### config.mk
export PLATFORM = sky130hd
export DESIGN_NAME = spi_cmd_serializer
export DESIGN_NICKNAME = d
export VERILOG_FILES = /design/src/rtl/spi_pkg.sv /design/src/rtl/spi_clk_gen.sv /design/src/rtl/spi_cmd_serializer.sv
export SDC_FILE = /design/constraint.sdc
export NUM_CORES = 1
export LEC_CHECK = 0
export CORE_ASPECT_RATIO = 0.6
export CORE_UTILIZATION = 49
export CTS_BUF_LIST = sky130_fd_sc_hd__clkbuf_16
export DETAILED_ROUTE_END_ITERATION = 12
export GPL_TIMING_DRIVEN = 1
export PLACE_DENSITY = 0.73
export SLEW_MARGIN = 25
export SYNTH_ARGS = -nofsm -noshare
export SYNTH_HDL_FRONTEND = slang
export SYNTH_SLANG_ARGS = --single-unit
### constraint.sdc
create_clock -name clk -period 2 [get_ports clk]
set_input_delay 0.4 -clock clk [delete_from_list [all_inputs] [get_ports clk]]
set_output_delay 0.4 -clock clk [all_outputs]
set_load 0.005 [all_outputs]
### src/rtl/spi_pkg.sv
// Shared types and constants for the ISM330DHCX SPI command serializer.
// Holds the FSM state encoding, command bit positions and the read-length clamp helper.
package spi_pkg;

  typedef enum logic [2:0] {
    IDLE  = 3'd0,
    SETUP = 3'd1,
    SHIFT = 3'd2,
    HOLD  = 3'd3,
    GAP   = 3'd4
  } spi_state_e;

  localparam logic        SPI_RD_BIT = 1'b1;
  localparam int unsigned HDR_BITS   = 16;

  localparam logic [6:0] WHO_AM_I = 7'h0F;
  localparam logic [6:0] CTRL1_XL = 7'h10;
  localparam logic [6:0] OUTX_L_G = 7'h22;

  function automatic logic [2:0] clamp_rd_bytes(input logic [2:0] n, input logic [2:0] max_n);
    return (n > max_n) ? max_n : n;
  endfunction

endpackage

### src/rtl/spi_clk_gen.sv
// Half-period timer for SCK: while enabled, emits alternating rise/fall strobes
// every CLK_DIV clocks, starting from the low half.
module spi_clk_gen #(
  parameter int unsigned CLK_DIV = 4
) (
  input  logic clk,
  input  logic rst_n,
  input  logic en,
  output logic sck_rise,
  output logic sck_fall
);

  localparam int HP_W = (CLK_DIV < 2) ? 1 : $clog2(CLK_DIV + 1);

  logic [HP_W-1:0] hp_cnt_r;
  logic            phase_r;
  logic            half_end_s;

  assign half_end_s = en && (hp_cnt_r == HP_W'(CLK_DIV - 32'd1));
  assign sck_rise   = half_end_s && !phase_r;
  assign sck_fall   = half_end_s && phase_r;

  // half-period counter and current SCK phase (0 = low half)
  always_ff @(posedge clk or negedge rst_n) begin
    if (!rst_n) begin
      hp_cnt_r <= '0;
      phase_r  <= 1'b0;
    end else if (!en) begin
      hp_cnt_r <= '0;
      phase_r  <= 1'b0;
    end else if (half_end_s) begin
      hp_cnt_r <= '0;
      phase_r  <= !phase_r;
    end else begin
      hp_cnt_r <= hp_cnt_r + HP_W'(1);
    end
  end

endmodule

### src/rtl/spi_cmd_serializer.sv
// SPI mode-3 transmit serializer: frames a 16-bit command plus optional read dummy bytes
// onto rp2350_cs/sck/mosi with programmable CS setup, hold and inter-frame gap.
module spi_cmd_serializer
  import spi_pkg::*;
#(
  parameter int unsigned CLK_DIV      = 4,
  parameter int unsigned CS_SETUP     = 2,
  parameter int unsigned CS_HOLD      = 2,
  parameter int unsigned CS_GAP       = 4,
  parameter int unsigned MAX_RD_BYTES = 6
) (
  input  logic        clk,
  input  logic        rst_n,
  input  logic [15:0] cmd_word,
  input  logic [2:0]  cmd_rd_bytes,
  input  logic        cmd_valid,
  output logic        cmd_ready,
  output logic        xfer_done,
  output logic        busy,
  output logic        rp2350_cs,
  output logic        rp2350_sck,
  output logic        rp2350_mosi
);

  localparam int BIT_W = $clog2(16 + 8 * MAX_RD_BYTES + 1);
  localparam int unsigned WAIT_MAX = (CS_SETUP > CS_HOLD) ?
      ((CS_SETUP > CS_GAP) ? CS_SETUP : CS_GAP) : ((CS_HOLD > CS_GAP) ? CS_HOLD : CS_GAP);
  localparam int WAIT_W = (WAIT_MAX < 2) ? 1 : $clog2(WAIT_MAX + 1);

  spi_state_e        state_r, next_state_s;
  logic [15:0]       sreg_r;
  logic [BIT_W-1:0]  total_bits_r, bit_idx_r, total_nx_s;
  logic [WAIT_W-1:0] wait_cnt_r;
  logic [2:0]        rd_len_s;
  logic              accept_s, wait_done_s, last_bit_s, shift_load_s;
  logic              sck_rise_s, sck_fall_s;
  logic              cs_r, sck_r, mosi_r, busy_r, done_r, ready_r;
  logic              cs_nx_s, sck_nx_s, mosi_nx_s, busy_nx_s, done_nx_s, ready_nx_s;

  spi_clk_gen #(.CLK_DIV(CLK_DIV)) u_clk_gen (
    .clk      (clk),
    .rst_n    (rst_n),
    .en       (state_r == SHIFT),
    .sck_rise (sck_rise_s),
    .sck_fall (sck_fall_s)
  );

  assign accept_s     = (state_r == IDLE) && cmd_valid;
  assign rd_len_s     = clamp_rd_bytes(cmd_rd_bytes, 3'(MAX_RD_BYTES));
  assign total_nx_s   = (cmd_word[15] == SPI_RD_BIT) ?
                        BIT_W'(HDR_BITS) + BIT_W'({rd_len_s, 3'b000}) : BIT_W'(HDR_BITS);
  assign last_bit_s   = (bit_idx_r == total_bits_r - BIT_W'(1));
  assign shift_load_s = ((state_r == SETUP) && wait_done_s) ||
                        ((state_r == SHIFT) && sck_fall_s && !last_bit_s);

  // end-of-interval decode for the timed CS phases
  always_comb begin
    case (state_r)
      SETUP:   wait_done_s = (wait_cnt_r == WAIT_W'(CS_SETUP - 32'd1));
      HOLD:    wait_done_s = (wait_cnt_r == WAIT_W'(CS_HOLD - 32'd1));
      GAP:     wait_done_s = (wait_cnt_r == WAIT_W'(CS_GAP - 32'd1));
      default: wait_done_s = 1'b0;
    endcase
  end

  // FSM state register
  always_ff @(posedge clk or negedge rst_n) begin
    if (!rst_n) state_r <= IDLE;
    else        state_r <= next_state_s;
  end

  // FSM next-state logic
  always_comb begin
    next_state_s = state_r;
    case (state_r)
      IDLE:    next_state_s = accept_s ? SETUP : IDLE;
      SETUP:   next_state_s = wait_done_s ? SHIFT : SETUP;
      SHIFT:   next_state_s = (sck_fall_s && last_bit_s) ? HOLD : SHIFT;
      HOLD:    next_state_s = wait_done_s ? GAP : HOLD;
      GAP:     next_state_s = wait_done_s ? IDLE : GAP;
      default: next_state_s = IDLE;
    endcase
  end

  // FSM outputs, computed one cycle ahead so every pin comes straight off a flop
  always_comb begin
    case (next_state_s)
      SETUP, SHIFT, HOLD: cs_nx_s = 1'b0;
      default:            cs_nx_s = 1'b1;
    endcase
    if (next_state_s != SHIFT) begin
      sck_nx_s  = 1'b1;
      mosi_nx_s = 1'b0;
    end else if ((state_r != SHIFT) || sck_fall_s) begin
      sck_nx_s  = 1'b0;
      mosi_nx_s = sreg_r[15];
    end else if (sck_rise_s) begin
      sck_nx_s  = 1'b1;
      mosi_nx_s = mosi_r;
    end else begin
      sck_nx_s  = sck_r;
      mosi_nx_s = mosi_r;
    end
    done_nx_s  = (state_r == HOLD) && (next_state_s == GAP);
    busy_nx_s  = (next_state_s != IDLE);
    ready_nx_s = (next_state_s == IDLE);
  end

  // pin and handshake output registers
  always_ff @(posedge clk or negedge rst_n) begin
    if (!rst_n) begin
      cs_r    <= 1'b1;
      sck_r   <= 1'b1;
      mosi_r  <= 1'b0;
      busy_r  <= 1'b0;
      done_r  <= 1'b0;
      ready_r <= 1'b1;
    end else begin
      cs_r    <= cs_nx_s;
      sck_r   <= sck_nx_s;
      mosi_r  <= mosi_nx_s;
      busy_r  <= busy_nx_s;
      done_r  <= done_nx_s;
      ready_r <= ready_nx_s;
    end
  end

  // command latch, shift register (zero-filled past the header) and bit index
  always_ff @(posedge clk or negedge rst_n) begin
    if (!rst_n) begin
      sreg_r       <= 16'h0000;
      total_bits_r <= '0;
      bit_idx_r    <= '0;
    end else if (accept_s) begin
      sreg_r       <= cmd_word;
      total_bits_r <= total_nx_s;
      bit_idx_r    <= '0;
    end else if (shift_load_s) begin
      sreg_r    <= {sreg_r[14:0], 1'b0};
      bit_idx_r <= (state_r == SHIFT) ? bit_idx_r + BIT_W'(1) : bit_idx_r;
    end
  end

  // interval counter for SETUP/HOLD/GAP, cleared on every state change
  always_ff @(posedge clk or negedge rst_n) begin
    if (!rst_n) begin
      wait_cnt_r <= '0;
    end else if ((state_r != next_state_s) ||
                 !((state_r == SETUP) || (state_r == HOLD) || (state_r == GAP))) begin
      wait_cnt_r <= '0;
    end else begin
      wait_cnt_r <= wait_cnt_r + WAIT_W'(1);
    end
  end

  assign rp2350_cs   = cs_r;
  assign rp2350_sck  = sck_r;
  assign rp2350_mosi = mosi_r;
  assign busy        = busy_r;
  assign xfer_done   = done_r;
  assign cmd_ready   = ready_r;

endmodule
Word-level counts from Yosys, hierarchy flattened
Cells that the tools add are included.
Storage, ports and cells
  register bits after elaboration: 46
  input port bits: 22
  logic and storage cells: 87
  output and inout bits: 6
Operators by class
  reductions and logical operators: 27
  add/subtract/negate cells: 5
  eq/ne operators: 16
  magnitude comparators: 1
  multiplexer cells: 25
Operator list (count)
  $mux 16: 2
  $mux 7: 4
  $eq 3x2->1 const B: 6
  $mux 3: 6
  $pmux 3 s5: 1
  $mux 1: 10
  $eq 3x1->1 const B: 3
  $logic_and 1x1->1: 9
  $add 5x6->7 const A: 1
  $add 7x1->7 const B: 1
  $eq 7x7->1: 1
  $sub 7x1->7 const B: 1
  $add 3x1->3 const B: 2
  $eq 3x3->1 const B: 2
  $logic_not 3->1: 2
  $ne 3x2->1 const B: 2
  $reduce_bool 2->1: 3
  $reduce_bool 3->1: 2
  $logic_or 1x1->1: 5
  $gt 3x3->1 const B: 1
  $logic_not 1->1: 3
  $ne 3x3->1: 1
  $reduce_or 3->1: 1
  $mux 2: 1
  4 further kinds: 4

Depth between registers and ports, before layout
  word-level depth: 9
  gate-level depth with buffers: 9
  depth with buffers taken out: 7

Modules after synthesis
A second synthesis with hierarchy kept.
Unflattened totals
  cells, all modules: 204
  area total of the unflattened synthesis: 2144.6 um^2
Modules (own cells, without submodules)
  spi_cmd_serializer: area each 1966.9 um^2, seq. area each 979.7 um^2, cells each 189, instances 1
  spi_clk_gen: area each 177.7 um^2, seq. area each 100.1 um^2, cells each 15, instances 1

Worst setup path before layout
OpenSTA, ideal clock, no wires.
  kind: flip-flop to flip-flop
  from: register total_bits_r[3]
  to: register sreg_r[11]
  library setup time: 129 ps
  stages on the path, launching flop included: 10
  setup slack: 96 ps
  path buffers: 2
  arrival: 1775 ps
  period minus slack after synthesis: 1904 ps
  path through: dfrtp_1 > inv_1 > ha_1 > xor2_1 > nand3_1 > o31ai_2 > and2_1 > buf_4 > buf_8 > a211oi_2
On the way
  longest elaborated chain between the ends: 6
RTL lines
  from (decl): line spi_cmd_serializer.sv:32  | logic [BIT_W-1:0] total_bits_r, bit_idx_r, total_nx_s;
  from (signal assigned): line spi_cmd_serializer.sv:136  | total_bits_r <= total_nx_s;
  $sub 7x1->7: line spi_cmd_serializer.sv:52  | assign last_bit_s = (bit_idx_r == total_bits_r - BIT_W'(1));
  $eq 7x7->1: line spi_cmd_serializer.sv:52
  $logic_not 1->1: line spi_cmd_serializer.sv:54  | ((state_r == SHIFT) && sck_fall_s && !last_bit_s);
  $logic_and 1x1->1: line spi_cmd_serializer.sv:54
  $logic_or 1x1->1: line spi_cmd_serializer.sv:53  | assign shift_load_s = ((state_r == SETUP) && wait_done_s) ||
  $reduce_bool 2->1 (no source line)
  to (signal assigned): line spi_cmd_serializer.sv:135  | sreg_r <= cmd_word;
  to (signal assigned): line spi_cmd_serializer.sv:139  | sreg_r <= {sreg_r[14:0], 1'b0};
  to (decl): line spi_cmd_serializer.sv:31  | logic [15:0] sreg_r;
No other way between the ends.
A chain may end at the register's enable or synchronous reset.

Worst setup path after layout
  from: register total_bits_r[3]
  to: register bit_idx_r[6]
On the way
  longest elaborated chain between the ends: 7
RTL lines
  $sub 7x1->7: line spi_cmd_serializer.sv:52
  $eq 7x7->1: line spi_cmd_serializer.sv:52
  $logic_not 1->1: line spi_cmd_serializer.sv:54
  $logic_and 1x1->1: line spi_cmd_serializer.sv:54
  $logic_or 1x1->1: line spi_cmd_serializer.sv:53
  $reduce_bool 2->1 (no source line)
  $reduce_and 2->1 (no source line)
  to (signal assigned): line spi_cmd_serializer.sv:140  | bit_idx_r <= (state_r == SHIFT) ? bit_idx_r + BIT_W'(1) : bit_idx_r;
  to (decl): line spi_cmd_serializer.sv:32
No other way between the ends.

==> impl_results.md <==
* Status: complete, no violations
* DR vias/cell at about 5.3
* Dpl hpwl at about 3100 µm
* Crit path arrival time at roughly 2.1 ns
* Static leakage at roughly 1.2 nW
* DRT iter0 DRCs at between 60 and 70
* Synth area leader: dfrtp_1
* Antenna cells at 0
* Initial DRT Pass Iterations at 4
* Worst Setup Path Type: flip-flop to flip-flop
* Slew HR at roughly two thirds
* Post-route DRC violation count at 0
* Design area at around 0.0029 mm²
* Unique cell type count in the Yosys netlist at between 40 and 50
* Global router's overall resource usage at 22.0%
* Worst-path clk slew at ~0.060 ns
* CTS Hold Bufs at 0
* Port Buf Inserts at 27
* Top post-synthesis cells by count: nor2_1, dfrtp_1, a211oi_2, nand2_1, a21boi_1
* Placed cells at about 300
* CP Launch Type: flip-flop
* Sequential share of the synthesized area at between 40% and 50%
* Clk_skew at about 0.0049 ns
* Worst-margin pin slew at between 0.5 and 0.6 ns
* Clk sink count at 43
* Worst hold path type: input pin to asynchronous set/reset pin
* Critical Path End Type: flip-flop
* # rows at 18
* Overall routed net length at 4830 µm
* H-tree Lvls at 2
* Worst EP required at around 2.2 ns
* Die area at about 0.0048 mm²
* Power Dens Cells at about 1300 mW/mm²
* CTS tree: built
* Pin count of the biggest net entering global routing at 28
* Clock buffer count from CTS at 5
* Fmax at 0.513 GHz
* Initial Util at between 50% and 60%
* Post-Route Setup TNS at 0 ns
* CTS max path bufs at 2
* Number of synthesized register bits at 43
* Post-layout min period at 1.95 ns
* VDD IR-drop max at around 0.69 mV
* Critical path fanouts, max at 5
* Area growth from synthesis to layout at 29.3%
* Final setup vio count at 0
* Vias in the first global route at between 1500 and 2000
* Slew Viols, Final at 0
* GRT overflow at 0
* Cell count after synthesis at 213
* Syn Area/Cell at approximately 10 µm²
* First-pass GRT wire length at between 7000 and 8000 µm
* Number of flops mapped to enable cells by yosys at 0
* YS warnings at 0
* Asr flop ratio synth at 100%
* Root buf cell: clkbuf_16
* NumNets Final at between 200 and 300
* Area of placed instances at around 0.0026 mm²
* Via Count at roughly 1700
* Layout cells sized above 1 at between 20% and 30%
* Hold Violations, Final at 0
* Most numerous cell in the Yosys netlist: nor2_1
* Syn nets at approximately 240
* Clock latency on the worst-skew pair at approximately 0.28 ns
* Non-filler cells, final at about 320
* Drt wl/cell at 15.2 µm
* Top_reg_cell synth: dfrtp_1
* Max-Cap Viols at 0
* Antenna Nets Post-Route at 0
* IO Pins at 28
* Core ar. at 0.00421 mm²
* Die height at between 50 and 60 µm
* Initial antenna violation count at 0
* RD Place Congestion at 0.778
* DIE WIDTH at 88.8 µm
* Hold WS at 0.0924 ns
* Post-synth design cell area at 0.00222 mm²
* Ranking of synthesized cells by area: dfrtp_1, a211oi_2, nor2_1, dfstp_2, ha_1
* Tcrit/Tclk final at a little over nine tenths
* RSZ-0062 raised after global routing: true
* Synth top area share at between 40 and 50%
critical path, cell delays in order (launching register included):
cell,delay [ns]
dfrtp_1,0.38
inv_2,0.08
ha_4,0.21
xor2_2,0.17
nand3_2,0.14
o31ai_4,0.36
buf_6,0.16
buf_4,0.13
buf_4,0.11
o31ai_1,0.07
flip-flops by register name, summed over array words and instances (netlist names):
| name | count |
|---|---|
| cmd_ready | 1 |
| rp2350_sck | 1 |
| xfer_done | 1 |
| rp2350_mosi | 1 |
| rp2350_cs | 1 |
| u_clk_gen.hp_cnt_r | 3 |
| sreg_r | 16 |
| u_clk_gen.phase_r | 1 |
| state_r | 3 |
| bit_idx_r | 7 |
| wait_cnt_r | 3 |
| busy | 1 |
| total_bits_r | 4 |
routing by layer:
| layer | GRT usage, % | part of all wire [%] |
|---|---|---|
| met3 | 5.21 | 3.6 |
| met2 | 33.1 | 44 |
| met5 | 0 | 0 |
| met4 | 5.91 | 0.60 |
| met1 | 32.0 | 52 |
cell usage in the layout (no fill, tap or decap), types with 6 or more instances in the layout:
cell type and instances:
nand3_1 6, buf_4 16, xnor2_1 7, inv_1 6, clkdlybuf4s50_1 26, a211oi_2 14, nor2_1 41, dfrtp_1 40
nand2_1 14, a21boi_1 9
layout make-up:
type / instances / area (µm²)
clock inverters: 3 / 12.5
fillers: 341 / 1350
well taps: 60 / 75.1
multi-input cells: 154 / 1090
inverters: 5 / 18.8
clock buffers: 5 / 125
flip-flops and latches: 43 / 1080
repair buffers: 48 / 468
per-stage QoR:
| step | power [W] | utilization (%) | setup slack [ns] |
|---|---|---|---|
| floorplan | 0.00247 | - | 0.0958 |
| global route | 0.00411 | 68.1 | -0.0850 |
| finish | 0.00385 | 68.1 | 0.0499 |
| CTS | 0.00372 | 65.7 | 0.00581 |
| global placement | 0.00288 | 62.4 | 0.148 |
| detailed placement | 0.00293 | 62.4 | 0.0804 |
kinds of logic (layout without fill, tap and decap cells):
kind of cell             Yosys count  in the layout  synth area share [%]
XOR/XNOR                          10             10                  3.95
buffers and inverters             16             61                  4.06
flip-flops                        43             43                  48.7
AO/OA/AOI/OAI                     45             45                  17.7
adder cells (fa/ha/maj)            6              6                  3.39
AND/OR/NAND/NOR                   89             89                  20.4
multiplexers                       4              4                  1.81
final timing paths:
| check | start | endpoint | slack, ns | depth (start not counted) |
|---|---|---|---|---|
| max | total_bits_r[3] | bit_idx_r[6] | 0.05 | 9 |
| min | rst_n | u_clk_gen.phase_r | 0.09 | 1 |
| max reg2reg | total_bits_r[3] | bit_idx_r[6] | 0.05 | 9 |
| min reg2reg | u_clk_gen.hp_cnt_r[0] | u_clk_gen.hp_cnt_r[0] | 0.46 | 1 |
| max in group asynchronous | rst_n | sreg_r[0] | 1.41 | 2 |
| min in group clk | u_clk_gen.hp_cnt_r[0] | u_clk_gen.hp_cnt_r[0] | 0.46 | 1 |
where the power goes:
part / internal, W / total [W] / switching [W]
logic: 0.000822 / 0.00164 / 0.000820
clock network: 0.000451 / 0.000763 / 0.000312
registers: 0.00124 / 0.00145 / 0.000210
what timing repair did:
action                                  in CTS  in global routing
endpoints found under the setup margin       0                 17
gates resized for setup                      0                 14
setup buffers                                0                  6
(Power assumes the default switching activity.)
